File: src/rtl/pipe_hazard_ctrl.sv
// Stall/flush sequencer for a 5-stage MIPS pipeline: load-use stalls, redirect flushes,
// a fixed-latency mult/div freeze, and saturating stall/flush performance counters.
module pipe_hazard_ctrl #(
    parameter int MD_LAT = 32,
    parameter int CNT_W  = 32
) (
    input  logic             clk,
    input  logic             rst,
    input  logic [4:0]       ID_rs,
    input  logic [4:0]       ID_rt,
    input  logic             ID_uses_rs,
    input  logic             ID_uses_rt,
    input  logic             ID_md,
    input  logic [4:0]       EX_dst,
    input  logic             EX_MemtoReg,
    input  logic             EX_RegWrite,
    input  logic             EX_redirect,
    output logic             pc_stall,
    output logic             ifid_stall,
    output logic             ifid_flush,
    output logic             idex_stall,
    output logic             idex_bubble,
    output logic             md_busy,
    output logic             md_done,
    output logic [CNT_W-1:0] stall_cycles,
    output logic [15:0]      flush_count,
    output logic             state_dbg
);

    typedef enum logic {
        RUN     = 1'b0,
        MD_BUSY = 1'b1
    } state_t;

    localparam logic [7:0] MD_INIT = 8'(MD_LAT - 1);

    state_t           state_q, state_d;
    logic [7:0]       md_cnt_q, md_cnt_d;
    logic [CNT_W-1:0] stall_q, stall_d;
    logic [15:0]      flush_q, flush_d;

    logic lu;
    logic pc_stall_c, ifid_stall_c, ifid_flush_c, idex_stall_c, idex_bubble_c;
    logic md_busy_c, md_done_c;

    assign lu = EX_MemtoReg && EX_RegWrite && (EX_dst != 5'd0) &&
                ((ID_uses_rs && (ID_rs == EX_dst)) || (ID_uses_rt && (ID_rt == EX_dst)));

    // Controls are a function of state and inputs; the reset term forces them low asynchronously.
    always_comb begin
        pc_stall_c    = 1'b0;
        ifid_stall_c  = 1'b0;
        ifid_flush_c  = 1'b0;
        idex_stall_c  = 1'b0;
        idex_bubble_c = 1'b0;
        md_busy_c     = 1'b0;
        md_done_c     = 1'b0;
        state_d       = state_q;
        md_cnt_d      = md_cnt_q;
        if (rst) begin
            case (state_q)
                RUN: begin
                    if (EX_redirect) begin
                        ifid_flush_c  = 1'b1;
                        idex_bubble_c = 1'b1;
                    end else if (lu) begin
                        pc_stall_c    = 1'b1;
                        ifid_stall_c  = 1'b1;
                        idex_bubble_c = 1'b1;
                    end else if (ID_md) begin
                        state_d  = MD_BUSY;
                        md_cnt_d = MD_INIT;
                    end
                end
                MD_BUSY: begin
                    pc_stall_c   = 1'b1;
                    ifid_stall_c = 1'b1;
                    idex_stall_c = 1'b1;
                    md_busy_c    = 1'b1;
                    if (md_cnt_q == 8'd0) begin
                        md_done_c = 1'b1;
                        state_d   = RUN;
                    end else begin
                        md_cnt_d = md_cnt_q - 8'd1;
                    end
                end
                default: state_d = RUN;
            endcase
        end
    end

    always_comb begin
        stall_d = stall_q;
        flush_d = flush_q;
        if (pc_stall_c && !(&stall_q)) stall_d = stall_q + CNT_W'(1);
        if (ifid_flush_c && !(&flush_q)) flush_d = flush_q + 16'd1;
    end

    always_ff @(posedge clk or negedge rst) begin
        if (!rst) begin
            state_q  <= RUN;
            md_cnt_q <= 8'd0;
            stall_q  <= '0;
            flush_q  <= 16'd0;
        end else begin
            state_q  <= state_d;
            md_cnt_q <= md_cnt_d;
            stall_q  <= stall_d;
            flush_q  <= flush_d;
        end
    end

    assign pc_stall     = pc_stall_c;
    assign ifid_stall   = ifid_stall_c;
    assign ifid_flush   = ifid_flush_c;
    // Bubble beats hold so ID/EX never sees both.
    assign idex_stall   = idex_stall_c & ~idex_bubble_c;
    assign idex_bubble  = idex_bubble_c;
    assign md_busy      = md_busy_c;
    assign md_done      = md_done_c;
    assign stall_cycles = stall_q;
    assign flush_count  = flush_q;
    assign state_dbg    = state_q;

endmodule

File: config.mk
export PLATFORM = sky130hd
export DESIGN_NAME = pipe_hazard_ctrl
export DESIGN_NICKNAME = d
export VERILOG_FILES = /design/src/rtl/pipe_hazard_ctrl.sv
export SDC_FILE = /design/constraint.sdc
export NUM_CORES = 1
export LEC_CHECK = 0
export BUFFER_PORTS_ARGS = -buffer_cell sky130_fd_sc_hd__buf_2
export CORE_ASPECT_RATIO = 0.8
export CORE_MARGIN = 2
export CORE_UTILIZATION = 48
export DETAILED_ROUTE_END_ITERATION = 10
export PLACE_DENSITY = 0.88
export SETUP_SLACK_MARGIN = 0.02
export SYNTH_ARGS = -nofsm -noshare
export SYNTH_HDL_FRONTEND = slang
export SYNTH_SLANG_ARGS = --single-unit
File: constraint.sdc
create_clock -name clk -period 2.1 [get_ports clk]
set_input_delay 0.42 -clock clk [delete_from_list [all_inputs] [get_ports clk]]
set_output_delay 0.42 -clock clk [all_outputs]
set_load 0.05 [all_outputs]
==> run metrics, run 1 <==
Peak Freq=0.459 GHz; Max FO, Critical Path=8; antenna-violating nets left=0; fin crit period=2.18 ns; Post-CTS Hold Fix Bufs=0; clock buffer count from CTS=9; worst r2r path cells=8; share of post-route cells with drive strength above 1=0.468; CP max stage cell=dfrtp_2; final WL=8.36 mm; final hold viol count=0; critical path depth=8; global-route wire length before repair=11.7 mm; WP buf/inv=2; leading cell type by number of instances after synthesis=dfrtp_1; top post-synthesis cells by area=dfrtp_1 47%, xor2_1 8.1%, xnor2_1 7.8%; worst IR drop on VDD=0.951 mV; Mapped Cells=302; GR Util All Layers=0.220; total instance count after detailed placement=between 400 and 500; GP Congestion=0.836; die height=75.1 um; overflow left after global routing=0; synth unique cells=45; Synth Cell Area=a little over 3000 um^2; internal power=~2400 uW; Clock Sinks=57; Logic pwr share=0.365; number of diodes=0; largest area contributor in the netlist=dfrtp_1; maximum clock path buffer count=2; CTS tree=done; RR Startpoint=stall_cycles[18]; Commonest cells post-synth=57 x dfrtp_1, 36 x nand2_1, 28 x xor2_1; die area=6980 um^2; Core ar.=about 6000 um^2; Synth Flop Type=dfrtp_1; Rows=25; vias in the first global route=2511; crit path kind=reg -> reg; CP endpoint=stall_cycles[29]; syn nets=329; delay-heaviest family, CP=simple AND/OR/NAND/NOR gates; Slew Limit Fails=0; post-synth top area share=0.470; Worst Tran Pin Value=between 0.5 and 0.6 ns; I/O Buffers=78; Worst-path clk slew=0.06 ns; worst rel slew slack=0.638; number of max-cap violations=0; CP startpoint kind=flop; Worst Setup End Kind=flop; vias per inst=about 5.4; DRT iter0 DRCs=215; Area after DPL=3740 um^2; R2R Setup Slk=-0.08 ns; critical path launch point=stall_cycles[18]; FF+latch count, synth=57; largest net degree at the start of global routing=between 40 and 50; Flop pwr share=0.373; RSZ-0062 raised after global routing=yes; syn avg cell area=10.1 um^2; sequential share of the synthesized area=0.470; fin crit share=1.04; Worst Path Arrival=between 2 and 2.5 ns; hpwl dp=5.48 mm; EDFF count, synth=0; area delta synth->final=42.3%; routed wire length per instance=16.7 um; failing checks=negative setup slack; final instance area=~4300 um^2; Tightest Hold Check Type=in -> async; Yosys warning count=0; outcome=finished, violations left; Clk pwr share=0.261; final worst setup slack=-0.0778 ns; Die W=between 90 and 100 um; Clock Skews=0.00715 ns; reg-to-reg endpoint=stall_cycles[29]; nets=444; leakage power=between 0.002 and 0.0025 uW; root buf cell=clkbuf_8; Sw Share=0.397; Starting Density=0.505; P per Cell Area=920 nW/um^2; WP data required=2.31 ns; fin cells=502; Final Setup Violations=21; Vias=2695; critical path, cell by cell=nand4_1, nor4_4, buf_4, nand3_4, o211ai_4, buf_12, nor3_1, xor2_1; htree depth=3; Final Util=0.719; CP peak stage delay=0.39 ns; IO Count=approximately 80; Switching Power=approximately 1600 uW; worst skew pair latency=0.34 ns; router iterations before antenna repair=4; initial antenna violation count=0; WHS=about 0.054 ns; DRC=0; asr flop ratio synth=1.00
==> power groups by stage <==
stage	Combinational (uW)	Clock [uW]	Sequential (uW)
floorplan	622	0	1770
global placement	1230	0	1470
detailed placement	1290	0	1480
CTS	1330	1040	1470
global route	1550	1090	1510
finish	1450	1040	1480
==> flip-flops by register name (all words and copies together) (netlist names) <==
signal and flops:
stall_cycles 32, state_dbg 1, md_cnt_q 8, flush_count 16
==> cells in the final DEF (no fill, tap or decap), types with 4 or more instances in the layout <==
| cell type | n |
|---|---|
| buf_2 | 72 |
| dfrtp_1 | 36 |
| nand2_1 | 33 |
| buf_4 | 28 |
| xor2_1 | 27 |
| xnor2_1 | 26 |
| dfrtp_2 | 21 |
| nand3_1 | 19 |
| inv_1 | 16 |
| nor2_1 | 15 |
| nand4_1 | 12 |
| clkbuf_8 | 11 |
| nor3_4 | 7 |
| nor2_4 | 6 |
| nor3_1 | 5 |
| nor3_2 | 5 |
| o21ai_0 | 5 |
| buf_6 | 4 |
==> repair_timing <==
| action | 4_1_cts | 5_1_grt |
|---|---|---|
| pin swaps | 4 | 16 |
| setup buffers | 3 | 6 |
| gates resized for setup | 17 | 44 |
| setup endpoints to repair | 4 | 35 |
| cloned | 0 | 1 |
==> worst min path at each step <==
stage,from,end,slack (ns),cells after the start
2_1_floorplan,rst,flush_count[0],0.12,0
3_3_place_gp,rst,md_cnt_q[7],0.41,2
3_5_place_dp,rst,md_cnt_q[7],0.41,2
4_1_cts,rst,state_dbg,0.05,2
5_1_grt,rst,state_dbg,0.05,2
6_report,rst,state_dbg,0.05,2
==> per-stage QoR <==
step / TNS (ns) / total power, uW / setup slack [ns]
6_report: -0.855 / 3970 / -0.0778
5_1_grt: -3.35 / 4150 / -0.165
3_5_place_dp: -3.78 / 2770 / -0.258
2_1_floorplan: -0.0826 / 2390 / -0.0826
4_1_cts: -0.217 / 3840 / -0.100
3_3_place_gp: -2.58 / 2700 / -0.174
==> routing by layer <==
metal | global-route usage | wire [um] | up-vias | part of all wire
met5 | 0 | 0 | - | 0
met4 | 0.0588 | 119 | 0 | 0.014
met3 | 0.0691 | 541 | 13 | 0.065
met2 | 0.372 | 4290 | 91 | 0.51
met1 | 0.279 | 3400 | 1313 | 0.41
li1 | - | - | 1278 | -
==> cells by family (layout without fill, tap and decap cells) <==
group | after synthesis | in the layout | share of synthesized area
and+or+nand+nor | 134 | 134 | 0.228
AOI/OAI and AO/OA | 28 | 28 | 0.0853
xor gates and xnor gates | 55 | 55 | 0.159
adders and majority gates | 4 | 4 | 0.0165
buffers and inverters | 22 | 141 | 0.0350
muxes | 2 | 2 | 0.00701
DFF | 57 | 57 | 0.470
==> final cells by class <==
class / count / area (um^2)
Clock buffer: 12 / 155
Clock inverter: 3 / 40.0
Fill cell: 413 / 1690
Inverter: 16 / 60.1
Multi-Input combinational cell: 223 / 1780
Sequential cell: 57 / 1450
Tap cell: 81 / 101
Timing Repair Buffer: 110 / 726
Power figures use the tool's default switching activity.
==> run 2, diff against run 1 <==
--- a/config.mk
+++ b/config.mk
@@ -8,9 +8,9 @@
 export BUFFER_PORTS_ARGS = -buffer_cell sky130_fd_sc_hd__buf_2
 export CORE_ASPECT_RATIO = 0.8
 export CORE_MARGIN = 2
-export CORE_UTILIZATION = 48
+export CORE_UTILIZATION = 57
 export DETAILED_ROUTE_END_ITERATION = 10
-export PLACE_DENSITY = 0.88
+export PLACE_DENSITY = 0.95
 export SETUP_SLACK_MARGIN = 0.02
 export SYNTH_ARGS = -nofsm -noshare
 export SYNTH_HDL_FRONTEND = slang
==> constraint.sdc (replaced) <==
create_clock -name clk -period 2.8 [get_ports clk]
set_input_delay 0.56 -clock clk [delete_from_list [all_inputs] [get_ports clk]]
set_output_delay 0.56 -clock clk [all_outputs]
set_load 0.05 [all_outputs]
==> run metrics, run 2 (synthesis gave the netlist of run 1 again) <==
fin cells=between 400 and 500; routed wire length per instance=15.0 um; htree depth=3; GP Congestion=~0.84; final hold viol count=0; P per Cell Area=717 nW/um^2; setup_tns=0 ns; overflow left after global routing=0; Peak Freq=0.384 GHz; vias per inst=~5.6; Clock Skews=0.00927 ns; final WL=6.87 mm; GR Util All Layers=0.246; Worst Path Arrival=around 2 ns; Worst Tran Pin Value=0.789 ns; WP data required=2.24 ns; Post-CTS Hold Fix Bufs=0; initial antenna violation count=0; DRT iter0 DRCs=180; IO Count=a little under 80; global-route wire length before repair=11.5 mm; RSZ-0062 raised after global routing=no; worst skew pair latency=0.33 ns; Die W=approximately 86 um; worst rel slew slack=0.471; post-CTS setup buffer count=0; CP startpoint kind=input pin; antenna-violating nets left=0; CTS tree=done; Tightest Hold Check Type=in -> async; # fillers=363; total instance count after detailed placement=442; maximum clock path buffer count=2; Slew Limit Fails=0; R2R Setup Slk=0.44 ns; Rows=23; crit path kind=in -> out; fin crit share=0.930; DRC=0; largest net degree at the start of global routing=60; die area=around 5900 um^2; Vias=2546; leading cell types in the layout, fill and taps excluded=78 x buf_2, 57 x dfrtp_1, 36 x nand2_1; Largest register FFs=32; Core ar.=just over 5000 um^2; die height=69.3 um; number of diodes=0; clock buffer count from CTS=9; area delta synth->final=21.3%; I/O Buffers=78; router iterations before antenna repair=4; worst IR drop on VDD=0.547 mV; fin crit period=2.60 ns; nets=roughly 420; commonest non-fill, non-tap cell in the layout=buf_2; Max FO, Critical Path=4; Starting Density=0.599; hpwl dp=5.19 mm; vias in the first global route=~2500; outcome=finished clean; root buf cell=clkbuf_8; Final Setup Violations=0; share of post-route cells with drive strength above 1=0.295; Resize count post-CTS=0; Total Power=2640 uW; number of max-cap violations=0; Worst-path clk slew=0.06 ns; leakage power=0.00189 uW; Clock Sinks=57; Worst Setup End Kind=output port; WHS=0.0764 ns; Final Util=0.727
==> run 2: cell count changes in the layout (fill, tap and decap cells not counted), moves of 4 or more <==
cell | previous run | this run
buf_2 | 72 | 78
buf_6 | 4 | 0
buf_4 | 28 | 6
nor3_1 | 5 | 13
nor3_4 | 7 | 0
nor2_1 | 15 | 20
nor2_4 | 6 | 0
dfrtp_1 | 36 | 57
nor4_1 | 2 | 6
dfrtp_2 | 21 | 0
==> run 2: final cells by class <==
type	instances	area [um^2]	share of cell area
multi-input cells	223	1510	0.409
well taps	62	77.6	0.0211
clock buffers	14	163	0.0442
inverters	16	60.1	0.0163
flip-flops and latches	57	1430	0.387
repair buffers	84	435	0.118
clock inverters	2	12.5	0.00340
==> run 2: layer usage <==
layer  share of wire  vias to the layer above  GRT usage
li1                -                     1229          -
met1            0.42                     1207      0.324
met2            0.47                       99      0.387
met3           0.089                       11     0.0798
met4           0.015                        0     0.0794
met5               0                        -          0
==> run 2: where the power goes <==
part	internal [uW]	switching, uW	leakage, uW
clock	369	304	0.0000867
combinational	272	602	0.00105
sequential	946	147	0.000752
==> run 2: per-stage QoR <==
stage,worst slack (ns),instance area (um^2)
2_1_floorplan,0.0315,3040
3_3_place_gp,0.214,3510
3_5_place_dp,0.195,3510
4_1_cts,0.192,3680
5_1_grt,0.156,3680
6_report,0.196,3680
==> run 2: worst max-delay path: stages <==
cell and delay [ns]:
buf_2 0.12, or3_1 0.38, o311a_4 0.35, a31o_4 0.28, and2_1 0.15, buf_2 0.21
==> run 2: final timing paths <==
| kind | start | end | depth (start not counted) |
|---|---|---|---|
| max | EX_dst[0] | pc_stall | 6 |
| min | rst | md_cnt_q[7] | 1 |
| max reg2reg | stall_cycles[0] | stall_cycles[31] | 7 |
| min in group clk | flush_count[13] | flush_count[13] | 1 |
| max in group asynchronous | rst | stall_cycles[23] | 2 |
| min reg2reg | flush_count[13] | flush_count[13] | 1 |
